==> config.mk <==
export PLATFORM = sky130hd
export DESIGN_NAME = pipeline_ctrl
export DESIGN_NICKNAME = d
export VERILOG_FILES = /design/src/rtl/pipeline_ctrl.sv
export SDC_FILE = /design/constraint.sdc
export NUM_CORES = 1
export LEC_CHECK = 0
export BUFFER_PORTS_ARGS = -buffer_cell sky130_fd_sc_hd__buf_4
export CORE_MARGIN = 2
export CORE_UTILIZATION = 57
export CTS_BUF_LIST = sky130_fd_sc_hd__clkbuf_16
export DETAILED_ROUTE_END_ITERATION = 16
export GPL_ROUTABILITY_DRIVEN = 0
export PLACE_DENSITY = 0.82
export SYNTH_ARGS = -nofsm -noshare
export SYNTH_HDL_FRONTEND = slang
export SYNTH_SLANG_ARGS = --single-unit
==> constraint.sdc <==
create_clock -name clk -period 3.6 [get_ports clk]
set_input_delay 0.36 -clock clk [delete_from_list [all_inputs] [get_ports clk]]
set_output_delay 0.36 -clock clk [all_outputs]
set_load 0.005 [all_outputs]
==> src/rtl/pipeline_ctrl.sv <==
// pipeline_ctrl: hazard/stall sequencer driving pipeline register loads, flushes, bubbles and perf counters
// Ports: clk, reset (async active-low); icache_read/icache_resp, dcache_req/dcache_resp cache handshakes;
//        br_taken (EX taken branch); ex_is_load/ex_rd/id_rs1/id_rs2 load-use detection;
//        load_pc/load_if_id/load_back load enables; flush_if_id/bubble_id_ex squash controls;
//        stall_cnt/flush_cnt/bubble_cnt wrapping event counters.
module pipeline_ctrl #(
  parameter int CNT_W = 32
) (
  input  logic             clk,
  input  logic             reset,
  input  logic             icache_read,
  input  logic             icache_resp,
  input  logic             dcache_req,
  input  logic             dcache_resp,
  input  logic             br_taken,
  input  logic             ex_is_load,
  input  logic [4:0]       ex_rd,
  input  logic [4:0]       id_rs1,
  input  logic [4:0]       id_rs2,
  output logic             load_pc,
  output logic             load_if_id,
  output logic             load_back,
  output logic             flush_if_id,
  output logic             bubble_id_ex,
  output logic [CNT_W-1:0] stall_cnt,
  output logic [CNT_W-1:0] flush_cnt,
  output logic [CNT_W-1:0] bubble_cnt
);
  typedef enum logic {RUN, MEM_STALL} state_t;
  state_t state_q, state_d;
  logic i_done_q, i_done_d, d_done_q, d_done_d;
  logic [CNT_W-1:0] stall_cnt_q, stall_cnt_d, flush_cnt_q, flush_cnt_d, bubble_cnt_q, bubble_cnt_d;
  logic i_ok, d_ok, advance, load_use, flush, bubble, stalled;
  always_comb begin
    // done flags only carry meaning across a stall; in RUN they are always clear
    i_ok = !icache_read | icache_resp | (state_q == MEM_STALL & i_done_q);
    d_ok = !dcache_req | dcache_resp | (state_q == MEM_STALL & d_done_q);
    advance = i_ok & d_ok;
    stalled = !advance;
    load_use = ex_is_load & (ex_rd != 5'd0) & (ex_rd == id_rs1 | ex_rd == id_rs2);
    flush = advance & br_taken;
    bubble = advance & !br_taken & load_use;
    load_pc = advance & !bubble;
    load_if_id = advance & !bubble;
    load_back = advance;
    flush_if_id = flush;
    bubble_id_ex = bubble;
    state_d = advance ? RUN : MEM_STALL;
    // responses are only captured while their request is up, so stray pulses are dropped
    i_done_d = advance ? 1'b0 : (i_ok & icache_read) | (state_q == MEM_STALL & i_done_q);
    d_done_d = advance ? 1'b0 : (d_ok & dcache_req) | (state_q == MEM_STALL & d_done_q);
    stall_cnt_d = stall_cnt_q + CNT_W'(stalled);
    flush_cnt_d = flush_cnt_q + CNT_W'(flush);
    bubble_cnt_d = bubble_cnt_q + CNT_W'(bubble);
  end
  always_ff @(posedge clk or negedge reset) begin
    if (!reset) begin
      state_q <= RUN;
      i_done_q <= 1'b0;
      d_done_q <= 1'b0;
      stall_cnt_q <= '0;
      flush_cnt_q <= '0;
      bubble_cnt_q <= '0;
    end else begin
      state_q <= state_d;
      i_done_q <= i_done_d;
      d_done_q <= d_done_d;
      stall_cnt_q <= stall_cnt_d;
      flush_cnt_q <= flush_cnt_d;
      bubble_cnt_q <= bubble_cnt_d;
    end
  end
  assign stall_cnt = stall_cnt_q;
  assign flush_cnt = flush_cnt_q;
  assign bubble_cnt = bubble_cnt_q;
endmodule

### Word level (Yosys, flattened, before mapping)

Cells that the tools add are included.

| storage, ports and cells | value |
|---|---|
| input port bits | 23 |
| register bits | 99 |
| output and inout port bits | 101 |
| word-level logic and storage cells | 38 |

| operators by class | value |
|---|---|
| reductions and logical operators | 6 |
| mux-type cells | 3 |
| equality and inequality tests | 2 |
| bitwise operators | 18 |
| add/subtract/negate cells | 3 |

Operator list:

| operator | count |
|---|---|
| adder 32 x 1 -> 32 bit | 3 |
| bitwise AND 1 bit | 11 |
| == test 5 bit | 2 |
| OR 1 bit | 7 |
| zero test 1 bit | 5 |
| nonzero test 5 bit | 1 |
| 2-to-1 mux 1 bit | 3 |

### Longest topological paths before layout

| logic depth | value |
|---|---|
| depth in word-level cells | 8 |
| depth in mapped cells | 10 |
| mapped depth without buffers | 10 |

### Worst setup path before layout

OpenSTA, ideal clock, no wires.

| timing path | value |
|---|---|
| path kind | input-to-reg |
| from | input port ex_rd[2] |
| to | register bubble_cnt_q[24] (netlist: bubble_cnt[24]) |
| buffers on the path | 0 |
| setup time | 125 ps |
| setup slack | 1368 ps |
| stages on the path | 10 |
| data required time | 3475 ps |
| arrival time | 2108 ps |
| cells stage by stage | xor2_1 nor3_1 a22oi_1 nor3_1 ha_1 ha_1 inv_1 nor2_2 nand4_1 xnor2_1 |

| between the ends | value |
|---|---|
| longest elaborated chain between the ends | 5 |
| elaborated cells on any way between the ends | 8 |
| classes of those cells | 1 x add/sub; 2 x eq/ne; 4 x bitwise; 1 x reduce/logical |

Ends and longest elaborated chain:

| element | RTL line | source |
|---|---|---|
| start: declaration | 17 | `input logic [4:0] ex_rd,` |
| == test 5 bit or nonzero test 5 bit (tied branches) | 40 | `load_use = ex_is_load & (ex_rd != 5'd0) & (ex_rd == id_rs1 \| ex_rd == id_rs2);` |
| OR 1 bit or bitwise AND 1 bit (tied branches) | 40 |  |
| bitwise AND 1 bit * | 40 |  |
| bitwise AND 1 bit * | 42 | `bubble = advance & !br_taken & load_use;` |
| named net bubble_id_ex | 24 | `output logic bubble_id_ex,` |
| adder 32 x 1 -> 32 bit * | 54 | `bubble_cnt_d = bubble_cnt_q + CNT_W'(bubble);` |
| named net bubble_cnt_d[24] | 32 | `logic [CNT_W-1:0] stall_cnt_q, stall_cnt_d, flush_cnt_q, flush_cnt_d, bubble_cnt_q, bubble_cnt_d;` |
| end signal: assignment | 70 | `bubble_cnt_q <= bubble_cnt_d;` |
| end: declaration | 32 |  |

Mark *: on every way through the listed nets, which the timed path passes. The rest lies on a longest branch.

### Final worst setup path

| timing path | value |
|---|---|
| from | register state_q |
| to | register bubble_cnt_q[26] (netlist: bubble_cnt[26]) |

| between the ends | value |
|---|---|
| longest elaborated chain between the ends | 6 |
| elaborated cells on any way between the ends | 8 |
| classes of those cells | 1 x add/sub; 7 x bitwise |

Ends and longest elaborated chain:

| element | RTL line | source |
|---|---|---|
| start: declaration | 30 | `state_t state_q, state_d;` |
| start signal: assignment | 65 | `state_q <= state_d;` |
| bitwise AND 1 bit (on tied branches) | 36, 37 |  |
| OR 1 bit (on tied branches) | 36, 37 |  |
| bitwise AND 1 bit * | 38 | `advance = i_ok & d_ok;` |
| bitwise AND 1 bit * (2 in a row) | 42 |  |
| adder 32 x 1 -> 32 bit * | 54 |  |
| named net bubble_cnt_d[26] | 32 |  |

Marks and branches as above.

==> reports/results.tsv <==
stage	metric	value	unit
run_status	run_status	completed	
die	start_util	0.597	
worst_setup_path	arrival	2660	ps
worst_setup_path	critPathLaunchType	flip-flop	
synth	postSynthNetCount	431	
worst_setup_path	r2r-end	bubble_cnt[26]$_DFF_PN0_	
power_and_ir_drop	leakage	2.99	nW
route	via_per_inst	5.59	
hold_path	hp-class	input port to async pin	
timing	hold_viol	0	
final_layout	utilization	0.769	
final_layout	final_area	6000	µm²
global_route	grt_max_degree	86	
clock_network	clock_path_buffers	2	
placed_design	place_hpwl	7430	µm
die	fp-row-count	32	
worst_setup_path	worstSetupPathType	flip-flop to flip-flop	
worst_setup_path	cp-end-kind	flip-flop	
synth	synth-edff-count	0	
die	io_pins	124	
timing	slew_headroom	0.284	
timing	finalClockSkew	9.41	ps
synth	yosys.area_share.adder	0.0161	
synth	synthSimpleGateAreaFrac	0.243	
clock_network	clock_latency	330	ps
die	die_area	8920	µm²
clock_network	cts_max_level	3	
synth	synthArstFlopShare	1.00	
worst_setup_path	cp.required	3830	ps
synth	ys_top_cells_by_area	dfrtp_1, xnor2_1, xor2_1	
synth	synth_xor_area_frac	0.188	
timing	finalCriticalPeriod	2430	ps
synth	ys_top_cells_by_count	dfrtp_1, xnor2_1, xor2_1	
timing	drv_slew	0	
route	drt_iter0_drc	145	
synth	seq_area_frac_synth	0.531	
timing	setup_tns	0	ps
timing	setup_viol	0	
synth	synthMuxAreaShare	0	
synth	yosysTopAreaCell	dfrtp_1	
run	drv_cap	0	
route	drt-total-wl	10200	µm
synth	synth.most_common_cell	dfrtp_1	
timing	tightestPinTransition	1070	ps
worst_setup_path	cpPeakStageDelay	380	ps
timing	fmax	0.412	GHz
synth	ys_ff_latch	99	
route	antenna_left	0	
synth	synth_ff_type	dfrtp_1	
global_route	grt_pass1_wl	17000	µm
synth	synth.distinct_cells	36	
worst_setup_path	timing.rr.start	state_q$_DFF_PN0_	
synth	synth_warnings	0	
clock_network	cts_buffers	9	
worst_setup_path	crit_path_cell_trace	nand2_1 -> nand3b_1 -> nand2_1 -> nor3_1 -> ha_1 -> ha_1 -> inv_1 -> nor2_2 -> nand4_1 -> xnor2_1	
clock_network	cts_tree	done	
worst_setup_path	ff2ff_path_depth	10	
die	die_w	94.4	µm
clock_network	clk_pin_slew	70	ps
clock_network	cts-resized-gates	0	
route	wl_per_cell	15.9	µm
synth	yosysTopAreaCellShare	0.531	
die	die_y	94.4	µm
final_layout	layout-drive-gt1-share	0.307	
global_route	grt_pass1_vias	3551	
power_and_ir_drop	p_per_area	430	nW/µm²
synth	synth_top_family_by_area	simple AND/OR/NAND/NOR gates	
timing	post-route-period-util	0.675	
final_layout	diodes	0	
clock_network	clock-sinks	99	
synth	netlist_instances	402	
worst_setup_path	path_buf_inv	1	
power_and_ir_drop	power.total	2.58	mW
route	vias	3572	
placed_design	port_buffers	123	
final_layout	fin_nets	561	
final_layout	n_fill_cell	508	
synth	syn_area_per_cell	11.6	µm²
synth	synth_compound_area_frac	0.00698	
power_and_ir_drop	ir_drop	0.334	mV
route	drcViolationCount	0	
global_route	grt_usage	0.241	
final_layout	syn_to_final_growth	28.7	%
clock_network	hold_buffers	0	
die	core	7810	µm²
worst_setup_path	r2r_setup_slack	1170	ps
worst_setup_path	crit_fanout	10	
global_route	gr-total-overflow	0	
clock_network	post_cts_buffers	0	
route	dr.pass1.iters	5	
timing	fin_hold_ws	204	ps
timing	rsz0062_at_grt	no	
synth	syn_area	4660	µm²
worst_setup_path	cp_top_family	simple AND/OR/NAND/NOR gates	
worst_setup_path	slowest_stage	nor2_2	
placed_design	placed_area	5690	µm²
clock_network	root_buffer	clkbuf_16	
global_route	antenna_found_initial	0	
==> registers in the layout, summed over array words and instances, names as in the netlist <==
register    cells
bubble_cnt     32
d_done_q        1
flush_cnt      32
i_done_q        1
stall_cnt      32
state_q         1
==> final cells by class <==
| cell class | count | area [µm²] | share of cell area |
|---|---|---|---|
| clock buffers | 9 | 225 | 0.0375 |
| clock inverters | 7 | 83.8 | 0.0140 |
| inverters | 8 | 30.0 | 0.00500 |
| multi-input cells | 289 | 2120 | 0.353 |
| flip-flops and latches | 99 | 2480 | 0.413 |
| well taps | 102 | 128 | 0.0213 |
| repair buffers | 125 | 938 | 0.156 |
==> through the flow <==
| stage | cells | setup slack (ps) |
|---|---|---|
| 2_1_floorplan | 402 | 1370 |
| 3_3_place_gp | 623 | 1110 |
| 3_5_place_dp | 623 | 937 |
| 4_1_cts | 639 | 1150 |
| 5_1_grt | 639 | 915 |
| 6_report | 639 | 1170 |
==> worst max path at each step <==
| stage | from | endpoint | slack (ps) | cells past startpoint |
|---|---|---|---|---|
| 3_5_place_dp | ex_rd[2] | bubble_cnt[26]$_DFF_PN0_ | 940 | 11 |
| 5_1_grt | state_q$_DFF_PN0_ | bubble_cnt[26]$_DFF_PN0_ | 910 | 10 |
| 4_1_cts | state_q$_DFF_PN0_ | bubble_cnt[26]$_DFF_PN0_ | 1150 | 10 |
| 6_report | state_q$_DFF_PN0_ | bubble_cnt[26]$_DFF_PN0_ | 1170 | 10 |
| 3_3_place_gp | ex_rd[2] | bubble_cnt[24]$_DFF_PN0_ | 1110 | 11 |
| 2_1_floorplan | ex_rd[2] | bubble_cnt[24]$_DFF_PN0_ | 1370 | 10 |
==> placed cells by master, fill, tap and decap left out, types with 4 or more instances in the layout <==
cell,n
and3_1,6
nor3_1,17
nand2_1,31
and2_1,5
nand3_1,36
ha_1,6
inv_1,8
nor4_1,4
xor2_1,44
buf_4,125
and4_1,11
nor2_1,15
nand4_1,26
xnor2_1,56
nor4_2,6
clkbuf_16,9
dfrtp_1,99
==> per-layer routing <==
metal  track usage  part of all wire  up-vias
met5             0                 0        -
met4        0.0930             0.019        0
met3        0.0455             0.057       16
met2         0.388              0.49      111
met1         0.327              0.43     1767
li1              -                 -     1678
==> report_power, final <==
part | internal, mW | switching, mW | total (mW)
Combinational | 0.168 | 0.128 | 0.295
Sequential | 1.19 | 0.105 | 1.30
Clock | 0.551 | 0.436 | 0.988
Total | 1.91 | 0.669 | 2.58
==> logic make-up after synthesis <==
group / after synthesis
AND/OR/NAND/NOR: 178
XOR/XNOR: 100
flip-flops: 99
buffers and inverters: 14
adder cells (fa/ha/maj): 6
AO/OA/AOI/OAI: 5
No activity file was read; power rests on OpenSTA's default activity.
